<file path="src/rtl/fetch_pkg.sv">
// Shared types and constants for the RV32IC fetch aligner.
// Imported by the interface, the word buffer and the aligner top.
package fetch_pkg;

   localparam int unsigned ADDR_W  = 32;
   localparam int unsigned WADDR_W = ADDR_W - 2;

   localparam logic [1:0] RVC_FULL = 2'b11;

   typedef enum logic [1:0] {
      IDLE,
      FETCH0,
      FETCH1
   } state_e;

   localparam logic [ADDR_W-1:0]  RST_PC_PLUS = ADDR_W'(2);
   localparam logic [WADDR_W-1:0] RST_ADDR    = '0;
   localparam logic [31:0]        RST_DATA    = '0;

endpackage

</file>
<file path="src/rtl/fetch_aligner_if.sv">
// I-cache word-read port between the fetch aligner and the cache.
// master = aligner side, slave = cache side.
interface fetch_aligner_if;
   import fetch_pkg::*;

   logic               icache_read;
   logic [WADDR_W-1:0] icache_addr;
   logic [31:0]        icache_rdata;
   logic               icache_stall;

   modport master (
      output icache_read,
      output icache_addr,
      input  icache_rdata,
      input  icache_stall
   );

   modport slave (
      input  icache_read,
      input  icache_addr,
      output icache_rdata,
      output icache_stall
   );

endinterface

</file>
<file path="src/rtl/fetch_word_buf.sv">
// Tagged single-word fetch buffer plus the straddle half register.
// Both are cleared only by reset.
module fetch_word_buf
   import fetch_pkg::*;
(
   input  logic               clk,
   input  logic               rst_n,
   input  logic               fill_i,
   input  logic [WADDR_W-1:0] fill_tag_i,
   input  logic [31:0]        fill_data_i,
   input  logic               half_ld_i,
   input  logic [WADDR_W-1:0] tag_a_i,
   input  logic [WADDR_W-1:0] tag_b_i,
   output logic               hit_a_o,
   output logic               hit_b_o,
   output logic               half_hit_o,
   output logic [31:0]        buf_data_o,
   output logic [15:0]        half_data_o
);

   logic               buf_valid_q;
   logic [WADDR_W-1:0] buf_tag_q;
   logic [31:0]        buf_data_q;
   logic               half_valid_q;
   logic [WADDR_W-1:0] half_tag_q;
   logic [15:0]        half_data_q;

   always_ff @(posedge clk or negedge rst_n) begin
      if (!rst_n) begin
         buf_valid_q  <= 1'b0;
         buf_tag_q    <= RST_ADDR;
         buf_data_q   <= RST_DATA;
         half_valid_q <= 1'b0;
         half_tag_q   <= RST_ADDR;
         half_data_q  <= '0;
      end else begin
         if (fill_i) begin
            buf_valid_q <= 1'b1;
            buf_tag_q   <= fill_tag_i;
            buf_data_q  <= fill_data_i;
         end
         // Capture the upper half of word A before B overwrites the buffer
         if (half_ld_i) begin
            half_valid_q <= 1'b1;
            half_tag_q   <= tag_a_i;
            half_data_q  <= buf_data_q[31:16];
         end
      end
   end

   assign hit_a_o     = buf_valid_q && (buf_tag_q == tag_a_i);
   assign hit_b_o     = buf_valid_q && (buf_tag_q == tag_b_i);
   assign half_hit_o  = half_valid_q && (half_tag_q == tag_a_i);
   assign buf_data_o  = buf_data_q;
   assign half_data_o = half_data_q;

endmodule

</file>
<file path="src/rtl/fetch_aligner.sv">
// Fetch aligner: turns a halfword-aligned PC into one RV32IC instruction,
// issuing I-cache word reads and stalling the PC until it is available.
module fetch_aligner
   import fetch_pkg::*;
(
   input  logic              clk,
   input  logic              rst_n,
   input  logic [ADDR_W-1:0] pc_in,
   input  logic              pc_valid,
   input  logic              flush,
   fetch_aligner_if.master   ic,
   output logic [31:0]       inst,
   output logic              inst_valid,
   output logic              inst_compressed,
   output logic [ADDR_W-1:0] pc_plus,
   output logic              fetch_stall
);

   state_e             state_q, state_d;
   logic [WADDR_W-1:0] addr_q, addr_d;
   logic [WADDR_W-1:0] a_w, b_w;
   logic               hit_a, hit_b, half_hit;
   logic               fill, half_ld, req, deliver;
   logic [31:0]        buf_data, inst_raw;
   logic [15:0]        lo, hi, half_data;
   logic               pc_unused;

   assign a_w       = pc_in[ADDR_W-1:2];
   assign b_w       = a_w + WADDR_W'(1);
   assign lo        = buf_data[15:0];
   assign hi        = buf_data[31:16];
   assign req       = pc_valid & ~flush;
   assign pc_unused = pc_in[0];

   fetch_word_buf u_buf (
      .clk         (clk),
      .rst_n       (rst_n),
      .fill_i      (fill),
      .fill_tag_i  (addr_q),
      .fill_data_i (ic.icache_rdata),
      .half_ld_i   (half_ld),
      .tag_a_i     (a_w),
      .tag_b_i     (b_w),
      .hit_a_o     (hit_a),
      .hit_b_o     (hit_b),
      .half_hit_o  (half_hit),
      .buf_data_o  (buf_data),
      .half_data_o (half_data)
   );

   always_ff @(posedge clk or negedge rst_n) begin
      if (!rst_n) begin
         state_q <= IDLE;
         addr_q  <= RST_ADDR;
      end else begin
         state_q <= state_d;
         addr_q  <= addr_d;
      end
   end

   always_comb begin
      state_d  = state_q;
      addr_d   = addr_q;
      fill     = 1'b0;
      half_ld  = 1'b0;
      deliver  = 1'b0;
      inst_raw = '0;
      unique case (state_q)
         IDLE: begin
            if (req) begin
               unique case (1'b1)
                  !pc_in[1] && hit_a: begin
                     deliver  = 1'b1;
                     inst_raw = (lo[1:0] != RVC_FULL) ? {16'h0, lo} : buf_data;
                  end
                  pc_in[1] && hit_a && (hi[1:0] != RVC_FULL): begin
                     deliver  = 1'b1;
                     inst_raw = {16'h0, hi};
                  end
                  pc_in[1] && hit_a && (hi[1:0] == RVC_FULL): begin
                     half_ld = 1'b1;
                     addr_d  = b_w;
                     state_d = FETCH1;
                  end
                  pc_in[1] && hit_b && half_hit: begin
                     deliver  = 1'b1;
                     inst_raw = {lo, half_data};
                  end
                  default: begin
                     addr_d  = a_w;
                     state_d = FETCH0;
                  end
               endcase
            end
         end
         // A read in flight always completes, even across flush or PC change
         FETCH0, FETCH1: begin
            if (!ic.icache_stall) begin
               fill    = 1'b1;
               state_d = IDLE;
            end
         end
         default: state_d = IDLE;
      endcase
   end

   assign ic.icache_read   = (state_q != IDLE);
   assign ic.icache_addr   = addr_q;
   assign inst             = inst_raw;
   assign inst_valid       = deliver;
   assign inst_compressed  = deliver & (inst_raw[1:0] != RVC_FULL);
   assign pc_plus          = deliver
                             ? pc_in + (inst_compressed ? ADDR_W'(2) : ADDR_W'(4))
                             : RST_PC_PLUS;
   assign fetch_stall      = req & ~deliver;

endmodule

</file>
<file path="src/flat_wrapper.sv">
// flat-port wrapper written by rule: the top's interface ports become plain ports
module fetch_aligner_flat import fetch_pkg::*;
  (clk, rst_n, pc_in, pc_valid, flush, inst, inst_valid, inst_compressed, pc_plus, fetch_stall, ic_icache_read, ic_icache_addr, ic_icache_rdata, ic_icache_stall);
  fetch_aligner_if ic_i ();
  input  logic clk;
  input  logic rst_n;
  input  logic [ADDR_W-1:0] pc_in;
  input  logic pc_valid;
  input  logic flush;
  output logic [31:0] inst;
  output logic inst_valid;
  output logic inst_compressed;
  output logic [ADDR_W-1:0] pc_plus;
  output logic fetch_stall;
  output wire logic [$bits(ic_i.icache_read)-1:0] ic_icache_read;
  output wire logic [$bits(ic_i.icache_addr)-1:0] ic_icache_addr;
  input wire logic [$bits(ic_i.icache_rdata)-1:0] ic_icache_rdata;
  input wire logic [$bits(ic_i.icache_stall)-1:0] ic_icache_stall;
  assign ic_icache_read = ic_i.icache_read;
  assign ic_icache_addr = ic_i.icache_addr;
  assign ic_i.icache_rdata = ic_icache_rdata;
  assign ic_i.icache_stall = ic_icache_stall;
  fetch_aligner u_core (.clk(clk), .rst_n(rst_n), .pc_in(pc_in), .pc_valid(pc_valid), .flush(flush), .ic(ic_i), .inst(inst), .inst_valid(inst_valid), .inst_compressed(inst_compressed), .pc_plus(pc_plus), .fetch_stall(fetch_stall));
endmodule
</file>
<file path="config.mk">
export PLATFORM = sky130hd
export DESIGN_NAME = fetch_aligner_flat
export DESIGN_NICKNAME = d
export VERILOG_FILES = /design/src/rtl/fetch_pkg.sv /design/src/rtl/fetch_aligner_if.sv /design/src/rtl/fetch_word_buf.sv /design/src/rtl/fetch_aligner.sv /design/src/flat_wrapper.sv
export SDC_FILE = /design/constraint.sdc
export NUM_CORES = 1
export LEC_CHECK = 0
export ABC_AREA = 1
export CAP_MARGIN = 20
export CORE_MARGIN = 1.5
export CORE_UTILIZATION = 35
export CTS_BUF_LIST = sky130_fd_sc_hd__clkbuf_16
export DETAILED_ROUTE_END_ITERATION = 7
export HOLD_SLACK_MARGIN = 0.06
export PLACE_DENSITY_LB_ADDON = 0.05
export SYNTH_ARGS = -nofsm -noshare
export SYNTH_HDL_FRONTEND = slang
export SYNTH_SLANG_ARGS = --single-unit
</file>
<file path="constraint.sdc">
create_clock -name clk -period 5.4 [get_ports clk]
set_input_delay 0.81 -clock clk [delete_from_list [all_inputs] [get_ports clk]]
set_output_delay 0.81 -clock clk [all_outputs]
set_load 0.01 [all_outputs]
</file>
==> reports/metrics.cfg <==
[worst_setup_path]
end_kind=primary output
startpoint_type=primary input
crit_type=in2out
worst-r2r-cell-count=20
reg2reg_slack_ns=2.37
r2r-end=u_core.ic.icache_addr[23]
crit_required_ns=4.59
r2r-start=u_core.u_buf.half_tag_q[11]
worstPathMaxFanout=3
max_stage_delay_ns=0.38
arrival_ns=4.69
crit_slowest_cell=fa_2

[pwr]
max-vdd-ir-drop_mv=0.198
power_mw=4.82
power.leakage_nw=7.38
powerDensity_mw_per_mm2=313

[global_route]
grt_max_degree=91
overflow=0
grt_pass1_wl_mm=60.3
antenna_found_initial=0
grt_pass1_vias=10700
grt.total_usage_pct=27.8

[timing]
finalCriticalPeriod_ns=5.50
setup_tns_ns=-0.365
worstMarginPinSlew_ns=1.04
max_freq_mhz=182
drv_slew=0
hold_violations=0
skew_ns=0.0160
hold_ws_ns=0.402
period_share_pct=102
layout_setup_ws_ns=-0.101
rsz0062_at_grt=true
setup_viol=9
max_slew_margin_pct=30.4

[finish]
fill_cells=2563
area_delta_synth_final_pct=59.2
stdcell_area_mm2=0.0154
drive_above_1_share_pct=36.1
finalNonFillerCells=2183
fin_nets=1903
utilization_pct=57.1
antenna_cells=0

[logic_synthesis]
synth_seq_area_share_pct=36.7
syn_area_mm2=0.00968
synth_nets=1468
syn_inst=1394
ys_warn_count=0
async_flop_share_pct=100
synth_cell_types=37
synth-main-ff-cell=dfrtp_1
avgSynthCellArea_um2=6.95
synth_edf_count=0
synth-seq-cells=142

[floorplan]
start_util_pct=35.8
coreArea_mm2=0.0270
num_rows=60
fp.dieW_um=169
die_h_um=169
ioPinCount=167
die_area_mm2=0.0287

[clocking]
cts.clk_slew.worst_paths_ns=0.08
h-tree-depth=4
clockBufferDepth=2
cts_buffers=17
cts_tree=built
root_buffer=clkbuf_16
clk_latency_ns=0.45
cts_sinks=142

[routing]
wl_mm=39.8
first_iter_violations=916
dr.pass1.iters=6
vias=10800
drc=0
wire_per_inst_um=18.2
ant_nets=0
vias_per_cell=4.95

[placed_design]
portBuffers=166
gp_congestion=0.954
dpl_cell_area_mm2=0.0131
dp_hpwl_mm=28.0
preCtsSetupSlack_ns=-1.32
dp.cells=2060

[outcome]
outcome=finished, violations left
violations=negative setup slack

[flow_run]
cap_violations=0

[min_path]
hold_path.class=in2async

==> sequential cells by signal, summed over array words and instances, names as in the netlist <==
register                   cells
u_core.state_q                 2
u_core.u_buf.buf_tag_q        30
u_core.u_buf.half_data_o      16
u_core.ic.icache_addr         30
u_core.u_buf.half_valid_q      1
u_core.u_buf.buf_valid_q       1
u_core.u_buf.buf_data_o       32
u_core.u_buf.half_tag_q       30
==> logic make-up (layout without fill, tap and decap cells) <==
| kind of cell | Yosys count | after routing | share of synthesized area (%) |
|---|---|---|---|
| AO/OA/AOI/OAI | 181 | 181 | 10.4 |
| XOR/XNOR | 82 | 82 | 7.84 |
| adder cells (fa/ha/maj) | 5 | 5 | 0.724 |
| buffers and inverters | 223 | 671 | 9.60 |
| flip-flops | 142 | 142 | 36.7 |
| multiplexers | 26 | 26 | 3.02 |
| AND/OR/NAND/NOR | 735 | 735 | 31.7 |
==> area by class of cell <==
type,count,area (um2),area share [%]
sequential,142,3550,23.0
inverter,157,611,3.96
tap,341,427,2.77
clock buffer,17,425,2.76
clock inverter,15,196,1.27
timing repair buffer,482,4010,26.0
multi-input combinational,1029,6190,40.2
==> cell usage in the layout (no fill, tap or decap), drive strengths merged, types with 4 or more instances in the layout <==
cell	instances
xor2	40
o21ai	112
clkbuf	32
dlymetal6s2s	6
nand2	425
ha	4
a21oi	66
clkdlybuf4s50	106
nand3	78
nand4	18
dfrtp	142
xnor2	39
nor2	185
clkinv	7
buf	351
nor3	23
mux2	26
inv	162
==> per-layer routing <==
layer	global-route usage, %	share of wire, %
met1	39.4	47
met2	43.9	46
met3	3.75	5.2
met4	8.39	2.2
met5	0	0
==> report_power, final <==
part / internal, mW / total (mW) / switching (mW) / leakage (nW)
registers: 1.39 / 1.69 / 0.297 / 1.78
logic: 0.860 / 1.83 / 0.969 / 5.29
clock network: 0.708 / 1.30 / 0.595 / 0.305
==> what timing repair did <==
item / 4_1_cts / 5_1_grt
hold buffers: 0 / 0
buffers inserted: 76 / 20
pin swaps: 77 / 75
setup endpoints to repair: 63 / 29
resized for setup: 294 / 204
==> worst max-delay path by stage <==
stage / startpoint / endpoint
finish: pc_in[11] / pc_plus[17]
global route: pc_in[11] / pc_plus[17]
CTS: pc_in[2] / pc_plus[17]
detailed placement: pc_in[18] / pc_plus[25]
global placement: pc_in[18] / pc_plus[25]
floorplan: pc_in[21] / pc_plus[21]
==> cell usage after synthesis, types with 28 or more instances <==
cell / count / area (um2)
inv_1: 142 / 533
clkbuf_1: 28 / 105
nand3_1: 74 / 370
dfrtp_1: 142 / 3550
nor2_1: 172 / 646
buf_2: 28 / 140
xnor2_1: 39 / 342
nand2_1: 417 / 1570
a21oi_1: 40 / 200
xor2_1: 40 / 350
o21ai_0: 88 / 440
==> critical path: cells and delay by family <==
family,cells,cell delay [ns]
adders and majority gates,1,0.38
buffers and inverters,13,1.67
and+or+nand+nor,20,1.83
Note: power is estimated with default switching activity, not from simulation.
